==> src/rtl/i2s_audio_receiver_if.sv <==
// I2S receive bundle: serial pins in, stereo sample pair and status pulses out.
interface i2s_audio_receiver_if #(
   parameter int WIDTH = 16
);
   logic             i2s_bck;
   logic             i2s_lrck;
   logic             i2s_data;
   logic [WIDTH-1:0] left;
   logic [WIDTH-1:0] right;
   logic             sample_valid;
   logic             frame_err;

   modport master (
      output i2s_bck, i2s_lrck, i2s_data,
      input  left, right, sample_valid, frame_err
   );

   modport slave (
      input  i2s_bck, i2s_lrck, i2s_data,
      output left, right, sample_valid, frame_err
   );
endinterface

==> src/rtl/i2s_audio_receiver.sv <==
// Philips I2S receiver: oversamples async BCK/LRCK/DATA with clk and
// emits coherent left/right pairs with a one-cycle valid pulse.
module i2s_audio_receiver #(
   parameter int WIDTH       = 16,
   parameter int SYNC_STAGES = 2
) (
   input logic clk,
   input logic reset,
   i2s_audio_receiver_if.slave rx
);
   localparam int CW = $clog2(WIDTH + 1);

   typedef enum logic [1:0] {
      UNLOCKED,
      LOCKED_L,
      LOCKED_R
   } state_t;

   logic [SYNC_STAGES-1:0] bck_sync;
   logic [SYNC_STAGES-1:0] lrck_sync;
   logic [SYNC_STAGES-1:0] data_sync;

   logic bck_prev;
   logic rise_q;
   logic lrck_q;
   logic data_q;

   state_t           state;
   logic             primed;
   logic             lrck_prev;
   logic [CW-1:0]    cnt;
   logic [WIDTH-1:0] shreg;
   logic [WIDTH-1:0] word_in;
   logic [WIDTH-1:0] left_hold;
   logic             have_left;
   logic [WIDTH-1:0] left_r;
   logic [WIDTH-1:0] right_r;
   logic             valid_r;
   logic             err_r;
   logic             edge_slot;

   // Edge detect is registered alongside lrck/data so all three line up.
   always_ff @(posedge clk or posedge reset) begin
      if (reset) begin
         bck_sync  <= '0;
         lrck_sync <= '0;
         data_sync <= '0;
         bck_prev  <= 1'b0;
         rise_q    <= 1'b0;
         lrck_q    <= 1'b0;
         data_q    <= 1'b0;
      end else begin
         bck_sync  <= {bck_sync[SYNC_STAGES-2:0], rx.i2s_bck};
         lrck_sync <= {lrck_sync[SYNC_STAGES-2:0], rx.i2s_lrck};
         data_sync <= {data_sync[SYNC_STAGES-2:0], rx.i2s_data};
         bck_prev  <= bck_sync[SYNC_STAGES-1];
         rise_q    <= bck_sync[SYNC_STAGES-1] & ~bck_prev;
         lrck_q    <= lrck_sync[SYNC_STAGES-1];
         data_q    <= data_sync[SYNC_STAGES-1];
      end
   end

   always_comb begin
      word_in = shreg;
      for (int i = 0; i < WIDTH; i++) begin
         if (cnt == CW'(WIDTH - 1 - i)) begin
            word_in[i] = data_q;
         end
      end
   end

   // The first rise after reset only seeds lrck_prev; it is never an edge.
   assign edge_slot = rise_q && primed && (lrck_q != lrck_prev);

   always_ff @(posedge clk or posedge reset) begin
      if (reset) begin
         state     <= UNLOCKED;
         primed    <= 1'b0;
         lrck_prev <= 1'b0;
         cnt       <= '0;
         shreg     <= '0;
         left_hold <= '0;
         have_left <= 1'b0;
         left_r    <= '0;
         right_r   <= '0;
         valid_r   <= 1'b0;
         err_r     <= 1'b0;
      end else begin
         valid_r <= 1'b0;
         err_r   <= 1'b0;
         if (rise_q) begin
            lrck_prev <= lrck_q;
            primed    <= 1'b1;
            if (edge_slot) begin
               shreg <= '0;
               cnt   <= '0;
               state <= lrck_q ? LOCKED_R : LOCKED_L;
               unique case (state)
                  UNLOCKED: begin
                  end
                  LOCKED_L: begin
                     left_hold <= word_in;
                     have_left <= 1'b1;
                  end
                  LOCKED_R: begin
                     if (have_left) begin
                        left_r    <= left_hold;
                        right_r   <= word_in;
                        valid_r   <= 1'b1;
                        have_left <= 1'b0;
                     end else begin
                        err_r <= 1'b1;
                     end
                  end
                  default: state <= UNLOCKED;
               endcase
            end else begin
               shreg <= word_in;
               if (cnt < CW'(WIDTH)) begin
                  cnt <= cnt + CW'(1);
               end
            end
         end
      end
   end

   assign rx.left         = left_r;
   assign rx.right        = right_r;
   assign rx.sample_valid = valid_r;
   assign rx.frame_err    = err_r;
endmodule
==> src/flat_wrapper.sv <==
// flat-port wrapper written by rule: the top's interface ports become plain ports
module i2s_audio_receiver_flat 
#(
   parameter int WIDTH       = 16,
   parameter int SYNC_STAGES = 2
)
  (clk, reset, rx_i2s_bck, rx_i2s_lrck, rx_i2s_data, rx_left, rx_right, rx_sample_valid, rx_frame_err);
  i2s_audio_receiver_if #(.WIDTH(WIDTH)) rx_i ();
  input logic clk;
  input logic reset;
  input wire logic [$bits(rx_i.i2s_bck)-1:0] rx_i2s_bck;
  input wire logic [$bits(rx_i.i2s_lrck)-1:0] rx_i2s_lrck;
  input wire logic [$bits(rx_i.i2s_data)-1:0] rx_i2s_data;
  output wire logic [$bits(rx_i.left)-1:0] rx_left;
  output wire logic [$bits(rx_i.right)-1:0] rx_right;
  output wire logic [$bits(rx_i.sample_valid)-1:0] rx_sample_valid;
  output wire logic [$bits(rx_i.frame_err)-1:0] rx_frame_err;
  assign rx_i.i2s_bck = rx_i2s_bck;
  assign rx_i.i2s_lrck = rx_i2s_lrck;
  assign rx_i.i2s_data = rx_i2s_data;
  assign rx_left = rx_i.left;
  assign rx_right = rx_i.right;
  assign rx_sample_valid = rx_i.sample_valid;
  assign rx_frame_err = rx_i.frame_err;
  i2s_audio_receiver #(.WIDTH(WIDTH), .SYNC_STAGES(SYNC_STAGES)) u_core (.clk(clk), .reset(reset), .rx(rx_i));
endmodule
==> config.mk <==
export PLATFORM = sky130hd
export DESIGN_NAME = i2s_audio_receiver_flat
export DESIGN_NICKNAME = d
export VERILOG_FILES = /design/src/rtl/i2s_audio_receiver_if.sv /design/src/rtl/i2s_audio_receiver.sv /design/src/flat_wrapper.sv
export SDC_FILE = /design/constraint.sdc
export NUM_CORES = 1
export LEC_CHECK = 0
export ABC_AREA = 1
export BUFFER_PORTS_ARGS = -buffer_cell sky130_fd_sc_hd__buf_2
export CORE_MARGIN = 5
export CORE_UTILIZATION = 40
export CTS_BUF_LIST = sky130_fd_sc_hd__clkbuf_2 sky130_fd_sc_hd__clkbuf_4 sky130_fd_sc_hd__clkbuf_8
export DETAILED_ROUTE_END_ITERATION = 8
export GPL_TIMING_DRIVEN = 0
export SKIP_CTS_REPAIR_TIMING = 1
export SYNTH_ARGS = -nofsm -noshare
export SYNTH_HDL_FRONTEND = slang
export SYNTH_SLANG_ARGS = --single-unit
==> constraint.sdc <==
create_clock -name clk -period 3.8 [get_ports clk]
set_clock_uncertainty 0.2 [all_clocks]
set_input_delay 0.38 -clock clk [delete_from_list [all_inputs] [get_ports clk]]
set_output_delay 0.38 -clock clk [all_outputs]
set_load 0.02 [all_outputs]
== Word-level counts from Yosys, hierarchy flattened ==
Index checks and enable logic that the tools add are counted.

* Word-level logic and storage cells: 82
* Bits of input ports: 5
* Register bits: 86
* Memory bits (read-only): 0
* RAM bits: 0
* Memories kept: 0
* Latch bits: 0
* Output and inout bits: 34

* Equal/unequal tests: 18
* Multiply operators: 0
* Order comparisons: 1
* Bitwise logic cells: 2
* Shift-type cells: 0
* Add/subtract/negate cells: 1
* Multiplexer cells: 30
* Reduce and logical (&&, ||, !) cells: 12
* Divide/modulo/power cells: 0

{| class="wikitable"
|+ Operators by type and width
! operator !! number
|-
| == test 5 x 4 -> 1 bit, second input constant || 8
|-
| 2-to-1 mux 1 bit || 24
|-
| == test 5 x 3 -> 1 bit, second input constant || 4
|-
| 2-to-1 mux 16 bit || 1
|-
| == test 5 x 2 -> 1 bit, second input constant || 2
|-
| 2-to-1 mux 5 bit || 2
|-
| AND reduction 3 bit || 2
|-
| adder 5 x 1 -> 5 bit, second input constant || 1
|-
| == test 5 x 1 -> 1 bit, second input constant || 1
|-
| zero test 5 bit || 1
|-
| less-than comparator 5 bit, second input constant || 1
|-
| 2-to-1 mux 2 bit || 2
|-
| AND reduction 2 bit || 2
|-
| AND reduction 4 bit || 1
|-
| nonzero test 2 bit || 2
|-
| OR reduction 3 bit || 1
|-
| == test 2 x 1 -> 1 bit, second input constant || 1
|-
| == test 2 bit, second input constant || 1
|-
| logical AND 1 bit || 2
|-
| zero test 2 bit || 1
|-
| case mux 1 bit (2 select lines) || 1
|-
| bitwise AND 1 bit || 1
|-
| inequality test 1 bit || 1
|-
| inverter 1 bit || 1
|}

== Longest topological paths before layout ==
Gate-level depths: netlist of the first run.

* Depth after elaboration: 4
* Depth in mapped cells: 9
* Gate-level depth less buffers: 9

== Worst setup path before layout of the first run ==
OpenSTA, ideal clock, no wires.

* Path type: reg-to-reg
* Start point: register u_core.cnt[0]
* End point: register u_core.right_r[13] (netlist: u_core.rx.right[13])
* Data arrival time: 1.314 ns
* Library setup time: 0.065 ns
* Setup slack: 2.221 ns
* Buffers on the path: 0
* Cell stages (with the launch flop): 9
* Period minus slack after synthesis: 1.579 ns
* Cells stage by stage: dfrtp_1 > inv_1 > ha_1 > inv_1 > nor2_1 > nand2_1 > o21ai_0 > nand2_1 > nand2_1

* Word-level cells in the longest chain between the ends: 2

{| class="wikitable"
|+ Ends and longest elaborated chain
! element !! RTL line !! source
|-
| start, declared || i2s_audio_receiver.sv:31 || <nowiki>logic [CW-1:0] cnt;</nowiki>
|-
| start signal, assigned || i2s_audio_receiver.sv:120 || <nowiki>cnt <= cnt + CW'(1);</nowiki>
|-
| == test 5 x 2 -> 1 bit || i2s_audio_receiver.sv:66 || <nowiki>if (cnt == CW'(WIDTH - 1 - i)) begin</nowiki>
|-
| 2-to-1 mux 1 bit || i2s_audio_receiver.sv:66 ||
|-
| end signal, assigned || i2s_audio_receiver.sv:108 || <nowiki>right_r <= word_in;</nowiki>
|-
| end, declared || i2s_audio_receiver.sv:37 || <nowiki>logic [WIDTH-1:0] right_r;</nowiki>
|}

Every way passes these cells.
A chain may end at the register's enable or synchronous reset.

== Worst setup path after layout of the first run ==
* Start point: register u_core.cnt[0]
* End point: register u_core.left_hold[1]

* Word-level cells in the longest chain between the ends: 2

{| class="wikitable"
|+ Ends and longest elaborated chain
! element !! RTL line !! source
|-
| == test 5 x 4 -> 1 bit || i2s_audio_receiver.sv:66 ||
|-
| 2-to-1 mux 1 bit || i2s_audio_receiver.sv:66 ||
|-
| end signal, assigned || i2s_audio_receiver.sv:102 || <nowiki>left_hold <= word_in;</nowiki>
|-
| end, declared || i2s_audio_receiver.sv:34 || <nowiki>logic [WIDTH-1:0] left_hold;</nowiki>
|}

Every way passes these cells.

==> results of run 1 <==
## cell usage in the layout, fill, tap and decap left out, drive strengths merged
master         n
nand3         12
o21ai         19
a21oi          2
or2            1
inv           31
clkinv         2
clkbuf        11
buf           51
nor2          10
nand4          5
ha             8
dlygate4sd3    4
xor2           1
nand2        245
dfrtp         86
nor3           1
## worst min-delay path by stage
stage | slack [ns] | cells after the start | startpoint | to
after floorplan | 0.13 | 0 | u_core.bck_sync[0]$_DFF_PP0_ | u_core.bck_sync[1]$_DFF_PP0_
after global placement | 0.13 | 0 | u_core.data_sync[1]$_DFF_PP0_ | u_core.data_q$_DFF_PP0_
after detailed placement | 0.14 | 0 | u_core.lrck_sync[0]$_DFF_PP0_ | u_core.lrck_sync[1]$_DFF_PP0_
after CTS | -0.25 | 2 | reset | u_core.rx.left[0]$_DFFE_PP0P_
after global routing | 0.16 | 0 | u_core.data_sync[0]$_DFF_PP0_ | u_core.data_sync[1]$_DFF_PP0_
final | 0.15 | 0 | u_core.data_sync[0]$_DFF_PP0_ | u_core.data_sync[1]$_DFF_PP0_
## metal layers
| metal | GRT usage [%] | up-vias | wire length, microns |
|---|---|---|---|
| li1 | - | 1423 | - |
| met2 | 24.8 | 51 | 3640 |
| met4 | 5.06 | 0 | 90 |
| met3 | 3.06 | 8 | 303 |
| met5 | 0 | - | 0 |
| met1 | 19.2 | 1314 | 3550 |
## critical path, cell delays in order (launching register included)
cell and delay [ns]:
dfrtp_1 0.45, inv_1 0.14, ha_1 0.18, inv_1 0.05
nor2_1 0.27, nand2_1 0.11, o21ai_0 0.42, nand2_1 0.17
nand2_1 0.09
## where the power goes
group	total (mW)	switching, mW	internal [mW]	leakage [nW]
clock	0.617	0.362	0.255	0.0988
combinational	0.630	0.432	0.199	1.22
sequential	1.19	0.110	1.08	1.15
total	2.44	0.903	1.53	2.47
## through the flow
stage	util [%]	power (mW)
3_3_place_gp	45.1	1.81
3_5_place_dp	45.4	1.84
5_1_grt	48.0	2.62
6_report	48.0	2.44
4_1_cts	47.6	2.46
2_1_floorplan	-	1.64
## registers in the layout, summed over array words and instances (netlist names), 2 cells and up
register,count
u_core.left_hold,16
u_core.rx.left,16
u_core.rx.right,16
u_core.shreg,16
u_core.cnt,5
u_core.bck_sync,2
u_core.data_sync,2
u_core.lrck_sync,2
u_core.state,2
## area by class of cell
type	count	area [sq um]	area share, %
inverter	26	100	2.37
clock buffer	9	124	2.93
tap	108	135	3.20
multi-input combinational	304	1290	30.6
clock inverter	7	62.6	1.48
timing repair buffer	43	258	6.10
sequential	86	2150	50.9
buffer	14	103	2.43
## kinds of logic (layout without fill, tap and decap cells)
| kind of cell | after synthesis | after routing | share of synthesized area (%) |
|---|---|---|---|
| XOR/XNOR | 1 | 1 | 0.240 |
| flip-flops | 86 | 86 | 59.0 |
| buffers and inverters | 40 | 99 | 5.49 |
| adder cells (fa/ha/maj) | 8 | 8 | 2.75 |
| AO/OA/AOI/OAI | 21 | 21 | 2.88 |
| AND/OR/NAND/NOR | 274 | 274 | 29.6 |
==> run metrics, run 1 <==
status=complete, no violations; Max rail drop VDD=227 uV; diode count=0; GRT overflow=0; unique cell type count in the Yosys netlist=21; die height=about 110 microns; fill count=879; CTS root buffer=clkbuf_8; Port Buffer Count=38; Die Span X=approximately 110 microns; maximum number of pins on one net before global-route repair=68; slack of the worst reg-to-reg path=1.67 ns; placed instance area=4000 sq um; CP startpoint=u_core.cnt[0]$_DFFE_PP0P_; dominant synthesized flop cell=dfrtp_1; synth cell count leaders=nand2_1 (244), dfrtp_1 (86), inv_1 (21); register clock-pin slew on the reported worst setup and hold paths=~0.1 ns; initial antenna violation count=0; worst reg2reg path depth=8; final slew viol count=0; max_slew headroom=67.4%; Syn Std Cell Area=3650 sq um; Skew-Pair Late Insertion Delay=0.35 ns; Setup TNS=0 ns; Iter 0 DRT Violations=193; post-route cell area=between 4000 and 5000 sq um; Yosys warning total=0; setup slack after layout=1.67 ns; post-route insts no fill=around 600; Post-Syn Instances=430; layout cells sized above 1=15.7%; Pre-Repair DR Iteration Count=4; CTS tree=yes; total CTS buffers=9; final hold violations=0; Async SR Flop Fraction=100%; nets=497; wire per inst=12.7 microns; vias in the first global route=between 2,000 and 3,000; H-tree levels=3; Tightest Pin Transition=roughly 0.48 ns; Initial Util=41.4%; Post-synth EDFFs=0; pre-CTS setup slack=1.71 ns; DRC viols=0; worst path required time=between 3 and 4 ns; Core Area=between 8000 and 9000 sq um; achievable frequency=between 400 and 500 MHz; GRT Total Usage=14.8%; min Tclk post-route=2.13 ns; unrepaired setup endpoints after global routing=false; critical path class=register to register; vias=2,796; syn_area_per_cell=between 8 and 9 sq um; fin crit share=56.0%; Hold Path Class=register to register; Via density=4.68; number of I/O pins=39; clk buf depth=2; R2R Path End=u_core.left_hold[1]$_DFFE_PP0P_; syn nets=443; most common cell in the netlist=nand2_1; P per Cell Area=576 nW/um^2; synth top area cells=dfrtp_1 (59%), nand2_1 (25%), ha_1 (2.7%), o21ai_0 (2.6%), inv_1 (2.2%); clock sinks=86; row cnt=34; critical path endpoint=u_core.left_hold[1]$_DFFE_PP0P_; area grow syn2layout=16.0%; Worst Setup End Kind=register; final wirelength=7590 microns; Routed Antenna Nets=0; crit path DAT=2.23 ns; final setup vio count=0; register area share after synthesis=59.0%; startpoint types=register; GP Congestion=~0.85; cell taking the most area after synthesis=dfrtp_1; wire length of the first global-routing pass=13,400 microns; worst r2r src=u_core.cnt[0]$_DFFE_PP0P_; Pleak=between 2 and 2.5 nW; hold_ws=0.155 ns; post-synth top area share=59.0%; DP Cell Count=577; Worst Path Max Fanout=6; synthesis-stage register bit count=86; max cap viols=0; die area=11,100 sq um; HPWL after DPL=~5600 microns
(Power assumes the default switching activity.)
==> inputs of run 2 (changes only) <==
==> constraint.sdc (replaced) <==
create_clock -name clk -period 2 [get_ports clk]
set_clock_uncertainty 0.2 [all_clocks]
set_input_delay 0.2 -clock clk [delete_from_list [all_inputs] [get_ports clk]]
set_output_delay 0.2 -clock clk [all_outputs]
set_load 0.02 [all_outputs]
==> run metrics, run 2 (synthesized netlist as in run 1, its figures left out) <==
final wirelength=7670 microns (+1.1%); die area=11,100 sq um (unchanged); vias=2,793 (-0.11%); critical path class=register to register; total CTS buffers=9 (unchanged); pre-CTS setup slack=-0.0641 ns (-1.78 ns); P per Cell Area=1100 nW/um^2 (+90%); Core Area=8810 sq um (unchanged); register clock-pin slew on the reported worst setup and hold paths=0.09 ns (about the same); CTS tree=yes; nets=498 (+0.20%); Routed Antenna Nets=0 (unchanged); Max rail drop VDD=359 uV (+58%); row cnt=34 (unchanged); post-route cell area=4260 sq um (+0.77%); DP Cell Count=578 (+0.17%); GP Congestion=0.844 (-0.41%); max_slew headroom=69.1% (+1.7 points); Worst Path Max Fanout=9 (+3); total power draw=4.67 mW (+92%); number of I/O pins=39 (unchanged); status=complete, no violations; GRT Total Usage=14.9% (+0.095 points); DRC viols=0 (unchanged); final slew viol count=0 (unchanged); Via density=4.67 (-0.27%); most frequent cells in the layout=nand2_1 (244), dfrtp_1 (86), buf_2 (42), inv_1 (20), o21ai_0 (12); diode count=0 (unchanged); H-tree levels=3 (unchanged); maximum number of pins on one net before global-route repair=42 (-38%); clk buf depth=2 (unchanged); Tightest Pin Transition=0.463 ns (-0.0207 ns); achievable frequency=528 MHz (+12%); final hold violations=0 (unchanged); Pre-Repair DR Iteration Count=6 (+2); Iter 0 DRT Violations=149 (-23%); post-route insts no fill=598 (+0.17%); die height=105 microns (unchanged); Pleak=2.47 nW (about the same); Port Buffer Count=38 (unchanged); crit path DAT=2.00 ns (-0.23 ns); wire length of the first global-routing pass=13,400 microns (about the same); Initial Util=41.4% (unchanged); HPWL after DPL=5630 microns (+0.18%); GRT overflow=0 (unchanged); max cap viols=0 (unchanged); hold_ws=0.150 ns (-0.00514 ns); area grow syn2layout=16.8%; layout cells sized above 1=16.7% (+0.99 points); fin crit share=94.7% (+39 points); Setup TNS=0 ns (unchanged); unrepaired setup endpoints after global routing=false; startpoint types=register; CTS root buffer=clkbuf_8; placed instance area=4020 sq um (+0.34%); Worst Setup End Kind=register; vias in the first global route=2,722 (-2.8%); final setup vio count=0 (unchanged); setup slack after layout=0.105 ns (-1.57 ns); clock sinks=86 (unchanged); min Tclk post-route=1.89 ns (-0.232 ns); worst path required time=2.10 ns (-1.80 ns); Skew-Pair Late Insertion Delay=0.35 ns (about the same); final core utilization=48.4% (+0.37 points); Hold Path Class=register to register; initial antenna violation count=0 (unchanged); wire per inst=12.8 microns (+0.91%); Die Span X=105 microns (unchanged); commonest non-fill, non-tap cell in the layout=nand2_1
## run 2: cell types whose count changed in the layout (fill, tap and decap cells not counted), sizes merged
cell and delta:
inv -5, clkinvlp +3, buf +1, clkbuf +2
## run 2: layer usage
layer | GRT usage (%) | share of wire, % | vias up
li1 | - | - | 1427
met1 | 19.7 | 48 | 1315
met2 | 24.5 | 47 | 45
met3 | 3.73 | 3.7 | 6
met4 | 3.94 | 0.91 | 0
met5 | 0 | 0 | -
## run 2: power by group
part / leakage, nW / internal [mW] / switching [mW]
combinational: 1.22 / 0.389 / 0.829
sequential: 1.15 / 2.05 / 0.209
clock: 0.0926 / 0.531 / 0.666
total: 2.47 / 2.97 / 1.70
## run 2: path summary, 6_finish.rpt
kind	depth (start not counted)	slack, ns	start	end
setup / recovery	5	0.11	u_core.cnt[4]$_DFFE_PP0P_	u_core.left_hold[0]$_DFFE_PP0P_
hold / removal	0	0.15	u_core.lrck_sync[0]$_DFF_PP0_	u_core.lrck_sync[1]$_DFF_PP0_
setup reg to reg	5	0.11	u_core.cnt[4]$_DFFE_PP0P_	u_core.left_hold[0]$_DFFE_PP0P_
hold reg to reg	0	0.15	u_core.lrck_sync[0]$_DFF_PP0_	u_core.lrck_sync[1]$_DFF_PP0_
max in group asynchronous	4	0.84	reset	u_core.state[1]$_DFFE_PP0P_
min in group asynchronous	3	0.20	reset	u_core.shreg[13]$_DFFE_PP0P_
## run 2: cell type report
cell class              count  area (sq um)
well taps                 108           135
clock inverters             5          41.3
multi-input cells         304          1310
fillers                   865          4550
inverters                  26           101
clock buffers              11           151
plain buffers              14           103
flip-flops and latches     86          2150
repair buffers             44           270
## run 2: critical path, stage by stage, from the launching register on
cell and delay [ns]:
dfrtp_1 0.47, clkinv_1 0.28, ha_1 0.31, a21oi_1 0.34, nand2_1 0.15, nand2_1 0.08
